`src/rtl/arm_main_fsm.sv`:
```
// arm_main_fsm: multicycle ARM main controller.
// Sequences each instruction through fetch, decode, execute, memory and
// writeback states. It drives ALUOp to the ALU decoder plus the datapath mux
// selects and the pre-condition write requests. Condition gating of
// RegW/MemW/NextPC/Branch is applied downstream.
// The outputs are a decode of the registered state. The one exception is
// InstrDone in DECODE, which also looks at Op so that an undefined
// instruction can retire in that state.
module arm_main_fsm #(
    parameter logic UNDEF_TRAP = 1'b0   // 1: undefined op parks the FSM in HALT
) (
    input  logic       clk,
    input  logic       rst,
    input  logic [1:0] Op,
    input  logic [5:0] Funct,
    output logic       IRWrite,
    output logic       AdrSrc,
    output logic       ALUSrcA,
    output logic [1:0] ALUSrcB,
    output logic [1:0] ResultSrc,
    output logic       ALUOp,
    output logic       NextPC,
    output logic       RegW,
    output logic       MemW,
    output logic       Branch,
    output logic       InstrDone,
    output logic [3:0] State
);

    typedef enum logic [3:0] {
        S_FETCH  = 4'd0,
        S_DECODE = 4'd1,
        S_MEMADR = 4'd2,
        S_MEMRD  = 4'd3,
        S_MEMWB  = 4'd4,
        S_MEMWR  = 4'd5,
        S_EXECR  = 4'd6,
        S_EXECI  = 4'd7,
        S_ALUWB  = 4'd8,
        S_BRANCH = 4'd9,
        S_HALT   = 4'd15
    } state_e;

    state_e state_q;
    state_e state_d;

    // The ALU command bits are consumed by the ALU decoder, not by this FSM.
    logic funct_unused;
    assign funct_unused = ^Funct[4:1];

    // State register; synchronous reset wins over every transition.
    always_ff @(posedge clk) begin
        if (rst) begin
            state_q <= S_FETCH;
        end else begin
            state_q <= state_d;
        end
    end

    // Next-state logic; Op/Funct only matter in DECODE and MEMADR.
    always_comb begin
        state_d = S_FETCH;
        case (state_q)
            S_FETCH:  state_d = S_DECODE;
            S_DECODE: begin
                case (Op)
                    2'b00: begin
                        if (Funct[5]) begin
                            state_d = S_EXECI;
                        end else begin
                            state_d = S_EXECR;
                        end
                    end
                    2'b01:   state_d = S_MEMADR;
                    2'b10:   state_d = S_BRANCH;
                    default: begin
                        if (UNDEF_TRAP) begin
                            state_d = S_HALT;
                        end else begin
                            state_d = S_FETCH;
                        end
                    end
                endcase
            end
            S_MEMADR: begin
                if (Funct[0]) begin
                    state_d = S_MEMRD;
                end else begin
                    state_d = S_MEMWR;
                end
            end
            S_MEMRD:  state_d = S_MEMWB;
            S_MEMWB:  state_d = S_FETCH;
            S_MEMWR:  state_d = S_FETCH;
            S_EXECR:  state_d = S_ALUWB;
            S_EXECI:  state_d = S_ALUWB;
            S_ALUWB:  state_d = S_FETCH;
            S_BRANCH: state_d = S_FETCH;
            S_HALT:   state_d = S_HALT;
            default:  state_d = S_FETCH;
        endcase
    end

    // Output decode of the current state; anything not set here stays 0.
    always_comb begin
        IRWrite   = 1'b0;
        AdrSrc    = 1'b0;
        ALUSrcA   = 1'b0;
        ALUSrcB   = 2'b00;
        ResultSrc = 2'b00;
        ALUOp     = 1'b0;
        NextPC    = 1'b0;
        RegW      = 1'b0;
        MemW      = 1'b0;
        Branch    = 1'b0;
        InstrDone = 1'b0;
        case (state_q)
            S_FETCH: begin
                IRWrite   = 1'b1;
                ALUSrcA   = 1'b1;
                ALUSrcB   = 2'b10;
                ResultSrc = 2'b10;
                NextPC    = 1'b1;
            end
            S_DECODE: begin
                ALUSrcA   = 1'b1;
                ALUSrcB   = 2'b10;
                ResultSrc = 2'b10;
                // An undefined op that returns to FETCH retires right here.
                InstrDone = (Op == 2'b11) && (UNDEF_TRAP == 1'b0);
            end
            S_MEMADR: begin
                ALUSrcB   = 2'b01;
            end
            S_MEMRD: begin
                AdrSrc    = 1'b1;
            end
            S_MEMWB: begin
                ResultSrc = 2'b01;
                RegW      = 1'b1;
                InstrDone = 1'b1;
            end
            S_MEMWR: begin
                AdrSrc    = 1'b1;
                MemW      = 1'b1;
                InstrDone = 1'b1;
            end
            S_EXECR: begin
                ALUOp     = 1'b1;
            end
            S_EXECI: begin
                ALUSrcB   = 2'b01;
                ALUOp     = 1'b1;
            end
            S_ALUWB: begin
                // Written even for compares; NoWrite is filtered downstream.
                RegW      = 1'b1;
                InstrDone = 1'b1;
            end
            S_BRANCH: begin
                ALUSrcB   = 2'b01;
                ResultSrc = 2'b10;
                Branch    = 1'b1;
                InstrDone = 1'b1;
            end
            S_HALT: begin
                IRWrite   = 1'b0;
            end
            default: begin
                IRWrite   = 1'b0;
            end
        endcase
    end

    assign State = state_q;

endmodule

```
`config.mk`:
```
export PLATFORM = sky130hd
export DESIGN_NAME = arm_main_fsm
export DESIGN_NICKNAME = d
export VERILOG_FILES = /design/src/rtl/arm_main_fsm.sv
export SDC_FILE = /design/constraint.sdc
export NUM_CORES = 1
export LEC_CHECK = 0
export ABC_AREA = 1
export CAP_MARGIN = 5
export CORE_AREA = 2 2 39 41
export DETAILED_ROUTE_END_ITERATION = 10
export DIE_AREA = 0 0 41 43
export HOLD_SLACK_MARGIN = 0.03
export PLACE_DENSITY = 0.68
export SLEW_MARGIN = 5
export SYNTH_ARGS = -nofsm -noshare
export SYNTH_HDL_FRONTEND = slang
export SYNTH_SLANG_ARGS = --single-unit
```
`constraint.sdc`:
```
create_clock -name clk -period 1.11 [get_ports clk]
set_input_delay 0.111 -clock clk [delete_from_list [all_inputs] [get_ports clk]]
set_output_delay 0.111 -clock clk [all_outputs]
set_load 0.005 [all_outputs]
```
==> metrics.cfg <==
[critical_path]
critPathKind=reg2out
cp_data_required_time_ns=1.00
critPathArrivalTime_ns=1.19
crit_path_end_kind=output pin
crit_chain=nor2_4 > buf_6 > nand2_4 > o22ai_1 > buf_2
path_buf_inv=2
max_stage_delay_ns=0.37
cp_slowest_cell=dfxtp_4
cp_max_fo=6
cp-start-kind=register
path_delay_family=flip-flops

[yosys]
ys_top_cells_by_area=dfxtp_1 21%, inv_1 11%, nand2_1 11%
syn_area_per_cell_um2=5.87
yosysTopAreaCell=dfxtp_1
yosys.area_share.adder_pct=0
synthCells=64
synth_edf_count=0
synth_compound_area_share_pct=11.0
synth_top_area_share_pct=21.3
ys_warn_count=0
syn-num-nets=74
yosysSeqAreaShare_pct=21.3
synth_area_um2=375
synth_top_family_by_area=simple AND/OR/NAND/NOR gates
synth_seq_cells=4
async_flop_share_pct=0
synth.distinct_cells=18
synth_xor_area_share_pct=0
yosys.area_share.simple_pct=48.7
synthFlopType=dfxtp_1
synthMuxAreaShare_pct=0
yosys-top-cells-count=11 x inv_1, 11 x nand2_1, 9 x nor2_1, 6 x nand3_1

[cells_and_area]
fin_area_um2=911
final_util_pct=65.8
antennaDiodeCount=0
final_nets=129
layout-drive-gt1-share_pct=68.4
area_delta_synth_final_pct=143
final_cells=133
largest_reg_flops=4

[global_routing]
grt_usage_pct=16.5
grt-ovfl-total=0
grt_max_degree=7
antenna_found_initial=0
grt_pass1_wl_mm=2.00
grt_pass1_vias=509

[die]
dieArea_um2=1760
rows=14
die_x_um=41
pin_count=27
die_h_um=43
coreArea_um2=1380
start_util_pct=27.1

[sta]
timing.final.ws_setup_ns=-0.186
skew_ns=0.00110
fin_crit_ns=1.30
setup_viol=13
tns_ns=-1.47
whs_ns=0.448
fmax_mhz=771
slew_violations=0
finalCritPeriodShare_pct=117
worstMarginPinSlew_ns=0.337
rsz0062_at_grt=true
relSlewSlack_pct=77.3
finalHoldViolCount=0

[cts]
cts_tree=yes
htreeDepth=1
root_buffer=clkbuf_4
clk_latency_ns=0.23
path_clk_slew_ns=0.04
clock_sinks=4
numCtsBuffers=3
clockBufferDepth=2

[pwr]
leakagePower_nw=0.506
power_density_nw_per_um2=848
p_total_mw=0.772
ir_drop_mv=0.515

[drt]
firstDrtPassIters=2
wl_per_cell_um=11.2
drc_errors=0
via_count=588
drtAntennaViolNets=0
first_iter_violations=4
viasPerCell=4.42
drt-total-wl_mm=1.49

[status]
outcome=finished with violations
violations=negative setup slack

[placed_design]
place_area_um2=736
dp_hpwl_um=888
placed_cells=118
pre_cts_slack_ns=-0.359
port_buffers=22
gp_congestion=0.829

[hold_path]
hp-class=in2reg

[flow_run]
max_cap_violations=0

## metal layers
metal,vias to the layer above,GRT usage (%),wire length (um)
met5,-,0,0
met4,0,4.00,0
met3,0,3.14,89
met2,17,29.1,822
met1,268,19.2,574
li1,303,-,-
## cells by family after synthesis
logic type | count (synthesis)
flops | 4
buf+inv | 17
simple gates | 36
compound gates | 7
## worst reg2reg max path, delay by kind of cell (launching register included)
kind / cells / cell delay (ns)
buffers and inverters: 2 / 0.25
flip-flops: 1 / 0.37
AND/OR/NAND/NOR: 5 / 0.43
## layout by cell type, fill, tap and decap left out, types with 2 or more instances in the layout
master,n
nand2_4,4
inv_2,7
nand2_1,7
nor2_1,5
nand2_2,2
buf_6,10
nand3_2,4
clkbuf_4,3
inv_1,6
nor2_2,3
buf_4,20
clkdlybuf4s50_1,5
buf_2,12
dfxtp_4,3
inv_4,2
clkdlybuf4s15_1,2
nor2_4,6
clkbuf_2,2
o211ai_1,2
nand3_1,3
## repair_timing
| action | CTS | global route |
|---|---|---|
| resized for setup | 72 | 30 |
| setup buffers | 10 | 4 |
| pin swaps | 5 | 10 |
| hold buffers | 0 | 0 |
| setup endpoints to repair | 20 | 20 |
## report_power, final
part / internal [mW] / switching (mW) / total, mW
Sequential: 0.153 / 0.0188 / 0.172
Combinational: 0.237 / 0.182 / 0.420
Clock: 0.121 / 0.0594 / 0.180
Total: 0.512 / 0.261 / 0.772
## final timing paths
check / from / end / slack, ns / cells past startpoint
worst min register to register: State[3] / State[1] / 0.65 / 4
worst max register to register: State[1] / State[0] / 0.01 / 7
worst max-delay path: State[1] / InstrDone / -0.19 / 5
worst min-delay path: rst / State[0] / 0.45 / 2
## cell type report
class | instances | area [um2]
Multi-Input combinational cell | 43 | 303
Inverter | 15 | 61.3
Tap cell | 16 | 20.0
Timing Repair Buffer | 52 | 412
Fill cell | 105 | 473
Sequential cell | 4 | 92.6
Clock buffer | 3 | 22.5
No activity file was read; power rests on OpenSTA's default activity.
